==> src/rtl/cnn_div_seq_20s_6s_if.sv <==
// Operand/result handshake bundle for cnn_div_seq_20s_6s.
// The remainder signal exists only when CNN_DIV_REM_EN is defined.
interface cnn_div_seq_20s_6s_if #(
  parameter int DIVIDEND_W = 20,
  parameter int DIVISOR_W  = 6,
  parameter int QUOT_W     = 14
);
  // valid/ready: a transfer happens on a rising clock edge where both valid and ready are high.
  // The producer holds its data stable while valid is high and ready is low.
  logic                         in_valid;
  logic                         in_ready;
  logic signed [DIVIDEND_W-1:0] dividend;
  logic signed [DIVISOR_W-1:0]  divisor;
  logic                         out_valid;
  logic                         out_ready;
  logic signed [QUOT_W-1:0]     quotient;
  logic                         ovf;
  logic                         dz;
`ifdef CNN_DIV_REM_EN
  logic signed [DIVISOR_W-1:0]  remainder;
`endif

  modport master (
    output in_valid, dividend, divisor, out_ready,
    input  in_ready, out_valid, quotient, ovf, dz
`ifdef CNN_DIV_REM_EN
    , input remainder
`endif
  );

  modport slave (
    input  in_valid, dividend, divisor, out_ready,
    output in_ready, out_valid, quotient, ovf, dz
`ifdef CNN_DIV_REM_EN
    , output remainder
`endif
  );
endinterface

==> src/rtl/cnn_div_seq_20s_6s.sv <==
// Sequential signed divider: radix-2 restoring on magnitudes, saturating quotient.
// Optional remainder output is enabled by defining CNN_DIV_REM_EN.
module cnn_div_seq_20s_6s #(
  parameter int DIVIDEND_W = 20,
  parameter int DIVISOR_W  = 6,
  parameter int QUOT_W     = 14
) (
  input  logic                  ap_clk,
  input  logic                  ap_rst_n,
  cnn_div_seq_20s_6s_if.slave   io,
  output logic [1:0]            dbg_state
);

  typedef enum logic [1:0] {
    IDLE = 2'd0,
    CALC = 2'd1,
    FIN  = 2'd2,
    DONE = 2'd3
  } state_t;

  localparam int CNT_W = $clog2(DIVIDEND_W);
  localparam logic [CNT_W-1:0]      CNT_LAST = CNT_W'(DIVIDEND_W - 1);
  localparam logic [DIVIDEND_W-1:0] POS_LIM  = DIVIDEND_W'((2 ** (QUOT_W - 1)) - 1);
  localparam logic [DIVIDEND_W-1:0] NEG_LIM  = DIVIDEND_W'(2 ** (QUOT_W - 1));
  localparam logic [QUOT_W-1:0]     Q_MAX    = {1'b0, {(QUOT_W-1){1'b1}}};
  localparam logic [QUOT_W-1:0]     Q_MIN    = {1'b1, {(QUOT_W-1){1'b0}}};

  state_t                  state_q, state_d;
  logic [CNT_W-1:0]        cnt;
  logic [DIVIDEND_W-1:0]   dq;
  logic [DIVISOR_W:0]      dmag;
  logic [DIVISOR_W-1:0]    rem;
  logic                    q_neg;
  logic                    dvd_neg;
  logic                    dz_q;

  logic                    accept;
  logic                    div_zero;
  logic [DIVIDEND_W-1:0]   dvd_u;
  logic [DIVIDEND_W-1:0]   abs_dvd;
  logic [DIVISOR_W:0]      dvs_x;
  logic [DIVISOR_W:0]      abs_dvs;
  logic [DIVISOR_W:0]      trial;
  logic                    take;
  logic [DIVISOR_W-1:0]    rem_nxt;
  logic [QUOT_W-1:0]       q_res;
  logic                    ovf_res;
  logic                    dz_res;

  assign accept   = io.in_valid && (state_q == IDLE);
  assign div_zero = (io.divisor == '0);

  // Unsigned negation of the most negative dividend yields exactly 2^(W-1), so W bits suffice.
  assign dvd_u   = io.dividend;
  assign abs_dvd = io.dividend[DIVIDEND_W-1] ? (~dvd_u + 1'b1) : dvd_u;
  assign dvs_x   = {io.divisor[DIVISOR_W-1], io.divisor};
  assign abs_dvs = io.divisor[DIVISOR_W-1] ? (~dvs_x + 1'b1) : dvs_x;

  // Partial remainder stays below |divisor| <= 2^(DIVISOR_W-1), so DIVISOR_W bits hold it.
  assign trial   = {rem, dq[DIVIDEND_W-1]};
  assign take    = (trial >= dmag);
  assign rem_nxt = DIVISOR_W'(take ? (trial - dmag) : trial);

  always_ff @(posedge ap_clk or negedge ap_rst_n) begin
    if (!ap_rst_n) state_q <= IDLE;
    else           state_q <= state_d;
  end

  always_comb begin
    state_d = state_q;
    case (state_q)
      IDLE: if (io.in_valid) state_d = div_zero ? FIN : CALC;
      CALC: if (cnt == '0)   state_d = FIN;
      FIN:                   state_d = DONE;
      DONE: if (io.out_ready) state_d = IDLE;
      default:               state_d = IDLE;
    endcase
  end

  assign io.in_ready  = (state_q == IDLE);
  assign io.out_valid = (state_q == DONE);
  assign dbg_state    = state_q;

  always_comb begin
    q_res   = '0;
    ovf_res = 1'b0;
    dz_res  = 1'b0;
    if (dz_q) begin
      q_res  = dvd_neg ? Q_MIN : Q_MAX;
      dz_res = 1'b1;
    end else if (q_neg) begin
      if (dq > NEG_LIM) begin
        q_res   = Q_MIN;
        ovf_res = 1'b1;
      end else begin
        q_res = ~dq[QUOT_W-1:0] + 1'b1;
      end
    end else begin
      if (dq > POS_LIM) begin
        q_res   = Q_MAX;
        ovf_res = 1'b1;
      end else begin
        q_res = dq[QUOT_W-1:0];
      end
    end
  end

  always_ff @(posedge ap_clk or negedge ap_rst_n) begin
    if (!ap_rst_n) begin
      cnt         <= '0;
      dq          <= '0;
      dmag        <= '0;
      rem         <= '0;
      q_neg       <= 1'b0;
      dvd_neg     <= 1'b0;
      dz_q        <= 1'b0;
      io.quotient <= '0;
      io.ovf      <= 1'b0;
      io.dz       <= 1'b0;
    end else begin
      if (accept) begin
        cnt     <= CNT_LAST;
        dq      <= abs_dvd;
        dmag    <= abs_dvs;
        rem     <= '0;
        q_neg   <= io.dividend[DIVIDEND_W-1] ^ io.divisor[DIVISOR_W-1];
        dvd_neg <= io.dividend[DIVIDEND_W-1];
        dz_q    <= div_zero;
      end else if (state_q == CALC) begin
        cnt <= cnt - 1'b1;
        dq  <= {dq[DIVIDEND_W-2:0], take};
        rem <= rem_nxt;
      end
      if (state_q == FIN) begin
        io.quotient <= q_res;
        io.ovf      <= ovf_res;
        io.dz       <= dz_res;
      end
    end
  end

`ifdef CNN_DIV_REM_EN
  logic [DIVISOR_W-1:0] r_res;

  // Remainder follows the dividend sign so that q*d + r == dividend.
  always_comb begin
    r_res = '0;
    if (!dz_q) r_res = dvd_neg ? (~rem + 1'b1) : rem;
  end

  always_ff @(posedge ap_clk or negedge ap_rst_n) begin
    if (!ap_rst_n)             io.remainder <= '0;
    else if (state_q == FIN)   io.remainder <= r_res;
  end
`endif

endmodule

==> src/flat_wrapper.sv <==
// flat-port wrapper written by rule: the top's interface ports become plain ports
module cnn_div_seq_20s_6s_flat 
#(
  parameter int DIVIDEND_W = 20,
  parameter int DIVISOR_W  = 6,
  parameter int QUOT_W     = 14
)
  (ap_clk, ap_rst_n, dbg_state, io_in_valid, io_dividend, io_divisor, io_out_ready, io_in_ready, io_out_valid, io_quotient, io_ovf, io_dz);
  cnn_div_seq_20s_6s_if #(.DIVIDEND_W(DIVIDEND_W), .DIVISOR_W(DIVISOR_W), .QUOT_W(QUOT_W)) io_i ();
  input  logic ap_clk;
  input  logic ap_rst_n;
  output logic [1:0] dbg_state;
  input wire logic [$bits(io_i.in_valid)-1:0] io_in_valid;
  input wire logic [$bits(io_i.dividend)-1:0] io_dividend;
  input wire logic [$bits(io_i.divisor)-1:0] io_divisor;
  input wire logic [$bits(io_i.out_ready)-1:0] io_out_ready;
  output wire logic [$bits(io_i.in_ready)-1:0] io_in_ready;
  output wire logic [$bits(io_i.out_valid)-1:0] io_out_valid;
  output wire logic [$bits(io_i.quotient)-1:0] io_quotient;
  output wire logic [$bits(io_i.ovf)-1:0] io_ovf;
  output wire logic [$bits(io_i.dz)-1:0] io_dz;
  assign io_i.in_valid = io_in_valid;
  assign io_i.dividend = io_dividend;
  assign io_i.divisor = io_divisor;
  assign io_i.out_ready = io_out_ready;
  assign io_in_ready = io_i.in_ready;
  assign io_out_valid = io_i.out_valid;
  assign io_quotient = io_i.quotient;
  assign io_ovf = io_i.ovf;
  assign io_dz = io_i.dz;
  cnn_div_seq_20s_6s #(.DIVIDEND_W(DIVIDEND_W), .DIVISOR_W(DIVISOR_W), .QUOT_W(QUOT_W)) u_core (.ap_clk(ap_clk), .ap_rst_n(ap_rst_n), .io(io_i), .dbg_state(dbg_state));
endmodule
==> config.mk <==
export PLATFORM = sky130hd
export DESIGN_NAME = cnn_div_seq_20s_6s_flat
export DESIGN_NICKNAME = d
export VERILOG_FILES = /design/src/rtl/cnn_div_seq_20s_6s_if.sv /design/src/rtl/cnn_div_seq_20s_6s.sv /design/src/flat_wrapper.sv
export SDC_FILE = /design/constraint.sdc
export NUM_CORES = 1
export LEC_CHECK = 0
export ABC_AREA = 1
export BUFFER_PORTS_ARGS = -buffer_cell sky130_fd_sc_hd__buf_4
export CORE_ASPECT_RATIO = 2
export CORE_MARGIN = 1.5
export CORE_UTILIZATION = 50
export DETAILED_ROUTE_END_ITERATION = 16
export GPL_ROUTABILITY_DRIVEN = 0
export PLACE_DENSITY = 0.74
export SLEW_MARGIN = 40
export SYNTH_ARGS = -nofsm -noshare
export SYNTH_HDL_FRONTEND = slang
export SYNTH_SLANG_ARGS = --single-unit
==> constraint.sdc <==
create_clock -name ap_clk -period 1.9 [get_ports ap_clk]
set_input_delay 0.38 -clock ap_clk [delete_from_list [all_inputs] [get_ports ap_clk]]
set_output_delay 0.38 -clock ap_clk [all_outputs]
set_load 0.02 [all_outputs]
## Word level (Yosys, flattened, before mapping)

Index checks and enable logic that the tools add are counted.

- Register bits: 59
- Output and inout port bits: 20

- Bitwise operators: 4
- Add/subtract/negate cells: 5
- Multiplexer cells: 24
- Order comparisons: 3
- Reductions and logical operators: 6
- Eq/ne operators: 6

Operators with widths:

| cell | number |
|---|---|
| $mux 14 | 5 |
| $mux 20 | 3 |
| $add 20x1->20 const B | 1 |
| $gt 20x13->1 const B | 1 |
| $gt 20x14->1 const B | 1 |
| $not 20->20 | 1 |
| $mux 6 | 3 |
| $add 14x1->14 const B | 1 |
| $not 14->14 | 1 |
| $mux 5 | 2 |
| $mux 2 | 4 |
| $pmux 2 s4 | 1 |
| $add 7x1->7 const B | 1 |
| $ge 7x7->1 | 1 |
| $mux 7 | 1 |
| $not 7->7 | 1 |
| $logic_not 6->1 | 1 |
| $sub 6x6->6 | 1 |
| $logic_not 5->1 | 1 |
| $mux 1 | 5 |
| $sub 5x1->5 const B | 1 |
| $eq 2x2->1 const B | 2 |
| $ne 2x2->1 const B | 2 |
| $reduce_and 3->1 | 1 |
| 6 further kinds | 6 |

## Longest topological paths before layout

- Depth after elaboration: 5
- Gate-level depth with buffers: 11
- Depth with buffers taken out: 11

## Least setup slack after synthesis

Ideal clock, no wire load.

- Path type: register -> register
- Start point: reg u_core.state_q[0] (netlist: u_core.dbg_state[0])
- End point: reg u_core.dq[11]
- Arrival: 1.753 ns
- Slack: 0.023 ns
- Library setup time: 0.124 ns
- Buffers on the path: 1
- Cell stages (with the launch flop): 10
- Cells stage by stage: dfrtp_1 -> inv_1 -> ha_1 -> nand2_1 -> inv_2 -> nor2_2 -> inv_1 -> buf_4 -> o22ai_1 -> o21bai_1

- Longest elaborated chain between the ends: 3

RTL lines:

| item | line | text |
|---|---|---|
| start, declared | cnn_div_seq_20s_6s.sv:28 | `state_t state_q, state_d;` |
| start signal, assigned | cnn_div_seq_20s_6s.sv:66 | `else state_q <= state_d;` |
| $logic_not 2->1 (*) | n/a |  |
| via io_in_ready | flat_wrapper.sv:17 | `output wire logic [$bits(io_i.in_ready)-1:0] io_in_ready;` |
| $logic_and 1x1->1 (*) | cnn_div_seq_20s_6s.sv:50 | `assign accept = io.in_valid && (state_q == IDLE);` |
| $mux 20 or $reduce_bool 2->1 (tied branches) | n/a |  |
| end signal, assigned | cnn_div_seq_20s_6s.sv:123 | `dq <= abs_dvd;` |
| end signal, assigned | cnn_div_seq_20s_6s.sv:131 | `dq <= {dq[DIVIDEND_W-2:0], take};` |
| end, declared | cnn_div_seq_20s_6s.sv:30 | `logic [DIVIDEND_W-1:0] dq;` |

The timed path passes the listed nets; every way through them passes the cells marked *.
A chain may end at the register's enable or synchronous reset.

## Final worst setup path

- Start point: reg u_core.dq[19]
- End point: reg u_core.rem[4]

- Longest elaborated chain between the ends: 4

RTL lines:

| item | line | text |
|---|---|---|
| $sub 6x6->6 or $ge 7x7->1 (tied branches) | cnn_div_seq_20s_6s.sv:62, cnn_div_seq_20s_6s.sv:61 |  |
| $mux 6 (*) | cnn_div_seq_20s_6s.sv:62 | `assign rem_nxt = DIVISOR_W'(take ? (trial - dmag) : trial);` |
| $mux 6 (*) | cnn_div_seq_20s_6s.sv:129 | `end else if (state_q == CALC) begin` |
| $mux 6 (*) | cnn_div_seq_20s_6s.sv:121 | `if (accept) begin` |
| end signal, assigned | cnn_div_seq_20s_6s.sv:132 | `rem <= rem_nxt;` |
| end, declared | cnn_div_seq_20s_6s.sv:32 | `logic [DIVISOR_W-1:0] rem;` |

Mark *: on every way between the ends. The rest lies on a longest branch, timed or not. The select of a mux whose other input is x is not followed.

==> results.json <==
{
  "outcome": "completed",
  "max-cap-violations": 0,
  "insertion_delay_ps": 330,
  "worst-setup-path-type": "reg2reg",
  "via_count_of_the_first_global_routing_pass": 4189,
  "grt_overflow_total": 0,
  "ys_async_sr_fraction_pct": 100,
  "htree_num_levels": 3,
  "crit_fanout": 3,
  "cpLargestDelayFamily": "simple AND/OR/NAND/NOR gates",
  "post-route-period-util_pct": 96.8,
  "netSwitchingPower_mw": 3.94,
  "synth_enable_flop_cells": 0,
  "placement.setup.worst_slack_ps": 70.5,
  "yosysTopAreaCellShare_pct": 35.6,
  "hold_crit_class": "in2async",
  "reg2regPathDepth": 10,
  "floorplan.die.height_um": 132,
  "skew_ps": 6.12,
  "source_of_the_worst_register_to_register_timing_path": "u_core.dq[19]$_DFFE_PN0P_",
  "crit_chain": "inv_1, ha_1, fa_1, nor3_1, nor2_1, nand2_1, nand2_1, nand3_1, nand3_1, nand2_1",
  "route.final.wire_length_um": 11300,
  "diodes": 0,
  "report.final.hold_viol_count": 0,
  "holdBufCountCts": 0,
  "max_freq_ghz": 0.544,
  "drt_iter0_drc": 215,
  "floorplan.die.width_um": 67.4,
  "placement_stage_cell_area_um2": 4690,
  "port_buffers": 49,
  "first_pass_grt_wire_length_um": 18900,
  "clk_root_buffer_cell": "sky130_fd_sc_hd__clkbuf_16",
  "cts-root-to-sink-buffers": 2,
  "floorplan.die_area_um2": 8880,
  "ys_seq_area_share_pct": 35.6,
  "final_core_utilization_pct": 63.2,
  "synth_warn": 0,
  "clk_pin_slew_ps": 50,
  "crit_slowest_cell": "sky130_fd_sc_hd__fa_1",
  "synthCells": 604,
  "clock_sinks": 59,
  "worst_setup_path_startpoint": "u_core.dq[19]$_DFFE_PN0P_",
  "share_comb_of_total_power_pct": 54.2,
  "seq_power_share_pct": 25.8,
  "final_max_slew_viol_count": 0,
  "ys_top_cells_by_area": "sky130_fd_sc_hd__dfrtp_1 (36%), sky130_fd_sc_hd__nand2_1 (15%), sky130_fd_sc_hd__inv_1 (7.5%)",
  "clockPowerShare_pct": 20.1,
  "ys_ff_latch": 59,
  "cp_slowest_stage_delay_ps": 410,
  "num_vias": 4185,
  "final.min_clock_period_ps": 1840,
  "placeable_core_region_um2": 8000,
  "peakVddDrop_v": 0.000957,
  "critical_path.endpoint_type": "register",
  "floorplan.rows": 46,
  "crit_path_frequent_cell": "sky130_fd_sc_hd__nand2_1",
  "route.detailed.drc": 0,
  "powerDensity_nw_per_um2": 1750,
  "startpoint_type": "register",
  "dpl.hpwl_um": 8640,
  "timing.max_slew.rel_slack_pct": 67.9,
  "setup_total_negative_slack_ps": 0,
  "wl_per_cell_um": 14.7,
  "rsz0062_at_grt": "yes",
  "route.antenna.remaining_nets": 0,
  "worst-endpoint-arrival_ps": 2110,
  "timing.critical_path.required_ps": 2170,
  "synthesis.area_um2": 4150,
  "critical_path.reg2reg.endpoint": "u_core.rem[4]$_DFFE_PN0P_",
  "syn_to_final_growth_pct": 21.9,
  "finalSetupViolations": 0,
  "floorplan.initialDensity_pct": 51.8,
  "pin_count": 50,
  "static-leakage-power_nw": 2.59,
  "hold_slack_ps": 2.75,
  "numCtsBuffers": 9,
  "fillCellCount": 743,
  "worst_setup_slack_for_register_to_register_paths_ps": 60,
  "finalNetCount": 713,
  "power.internal_mw": 4.90,
  "synth_top_cell_by_area": "sky130_fd_sc_hd__dfrtp_1",
  "ratio_of_cells_with_drive_above_1_in_the_final_layout_pct": 16.2,
  "finish.instance_area_um2": 5060,
  "finalWorstSetupSlack_ps": 61.0,
  "synth.distinct_cells": 37,
  "track_usage_pct": 27.7,
  "drtPass1Iterations": 4,
  "critical_path.n_buffers_inverters": 1,
  "synth_fp_nets": 651,
  "ys.flop_type": "sky130_fd_sc_hd__dfrtp_1",
  "tritoncts_clock_tree": "yes",
  "power.share.switching_pct": 44.6,
  "grt_max_degree": 36,
  "antenna_violations_before_repair": 0,
  "avgSynthCellArea_um2": 6.87,
  "transition_time_at_the_pin_with_the_least_slew_margin_ps": 481,
  "routed_via_density": 5.46
}
## per-layer routing
layer,part of all wire (%),routed length (µm),GRT usage [%],vias up
met1,35,3910,28.3,1948
li1,-,-,-,2075
met3,3.3,373,4.61,42
met2,56,6330,49.2,120
met4,5.9,671,17.9,0
met5,0,0,0,-
## layout by cell type, fill, tap and decap left out, types with 3 or more instances in the layout
cell type,synthesis,final
sky130_fd_sc_hd__nand2_1,171,170
sky130_fd_sc_hd__inv_1,83,82
sky130_fd_sc_hd__buf_4,1,67
sky130_fd_sc_hd__nor2_1,62,62
sky130_fd_sc_hd__dfrtp_1,59,59
sky130_fd_sc_hd__nand3_1,53,52
sky130_fd_sc_hd__o21ai_0,41,41
sky130_fd_sc_hd__ha_1,16,15
sky130_fd_sc_hd__a21oi_1,13,12
sky130_fd_sc_hd__o22ai_1,12,12
sky130_fd_sc_hd__xor2_1,10,10
sky130_fd_sc_hd__o21bai_1,9,9
sky130_fd_sc_hd__clkbuf_16,0,9
sky130_fd_sc_hd__nand4_1,8,8
sky130_fd_sc_hd__nor2_2,6,6
sky130_fd_sc_hd__o221ai_1,6,6
sky130_fd_sc_hd__nand3_2,5,5
sky130_fd_sc_hd__inv_2,3,4
sky130_fd_sc_hd__nor3_1,5,4
sky130_fd_sc_hd__nand2_2,3,4
sky130_fd_sc_hd__nand3b_1,3,3
sky130_fd_sc_hd__o211ai_1,3,3
sky130_fd_sc_hd__a22oi_1,3,3
## synth_stat cells (5+ instances only)
cell	count
sky130_fd_sc_hd__nor2_2	6
sky130_fd_sc_hd__a21oi_1	13
sky130_fd_sc_hd__nand3_2	5
sky130_fd_sc_hd__nand4_1	8
sky130_fd_sc_hd__xor2_1	10
sky130_fd_sc_hd__o221ai_1	6
sky130_fd_sc_hd__o21ai_0	41
sky130_fd_sc_hd__nor2_1	62
sky130_fd_sc_hd__dfrtp_1	59
sky130_fd_sc_hd__nand2_1	171
sky130_fd_sc_hd__o21bai_1	9
sky130_fd_sc_hd__nor3_1	5
sky130_fd_sc_hd__ha_1	16
sky130_fd_sc_hd__clkbuf_1	10
sky130_fd_sc_hd__o22ai_1	12
sky130_fd_sc_hd__inv_1	83
sky130_fd_sc_hd__nand3_1	53
## through the flow
| stage | cells | power [mW] |
|---|---|---|
| after floorplan | 604 | 5.50 |
| after global placement | 751 | 6.77 |
| after detailed placement | 751 | 6.91 |
| after CTS | 767 | 8.75 |
| after global routing | 767 | 9.59 |
| final | 767 | 8.84 |
## worst max path at each step
stage               slack [ps]  cells past startpoint                            endpoint
floorplan                   20                      9           u_core.dq[11]$_DFFE_PN0P_
global route               -40                      8           u_core.dq[16]$_DFFE_PN0P_
global placement           120                     11  u_core.io.quotient[10]$_DFFE_PN0P_
CTS                         30                      9           u_core.rem[2]$_DFFE_PN0P_
detailed placement          70                      9           u_core.rem[1]$_DFFE_PN0P_
finish                      60                     10           u_core.rem[4]$_DFFE_PN0P_
## logic make-up (layout without fill, tap and decap cells)
kind of cell | after synthesis | after routing | synth area share, %
DFF | 59 | 59 | 35.6
xor gates and xnor gates | 12 | 12 | 2.53
and+or+nand+nor | 321 | 321 | 33.3
adders and majority gates | 17 | 17 | 5.31
AOI/OAI and AO/OA | 92 | 92 | 13.1
buffers and inverters | 103 | 170 | 10.2
## state kept, by name, indices dropped and copies added (netlist names)
signal and flops:
u_core.rem 6, u_core.io.dz 1, u_core.q_neg 1, u_core.io.ovf 1, u_core.dbg_state 2, u_core.dmag 7, u_core.dq 20, u_core.cnt 5
u_core.dz_q 1, u_core.dvd_neg 1, u_core.io.quotient 14
## layout make-up
cell class	instances	area, µm²	area share [%]
clock buffer	12	256	5.07
clock inverter	4	72.6	1.44
inverter	86	323	6.38
multi-input combinational	442	2280	45.2
sequential	59	1480	29.2
tap	96	120	2.38
timing repair buffer	68	523	10.3
## what timing repair did
item | in CTS | in global routing
endpoints found under the hold margin | 0 | 0
setup endpoints to repair | 0 | 20
buffers inserted | 0 | 0
resized for setup | 0 | 8
## power groups by stage
stage               logic, mW  registers [mW]  clock network (mW)
floorplan                3.07            2.43                   0
CTS                      4.68            2.27                1.81
global route             5.38            2.35                1.86
finish                   4.79            2.28                1.77
global placement         4.52            2.26                   0
detailed placement       4.63            2.29                   0
Power figures use the tool's default switching activity.
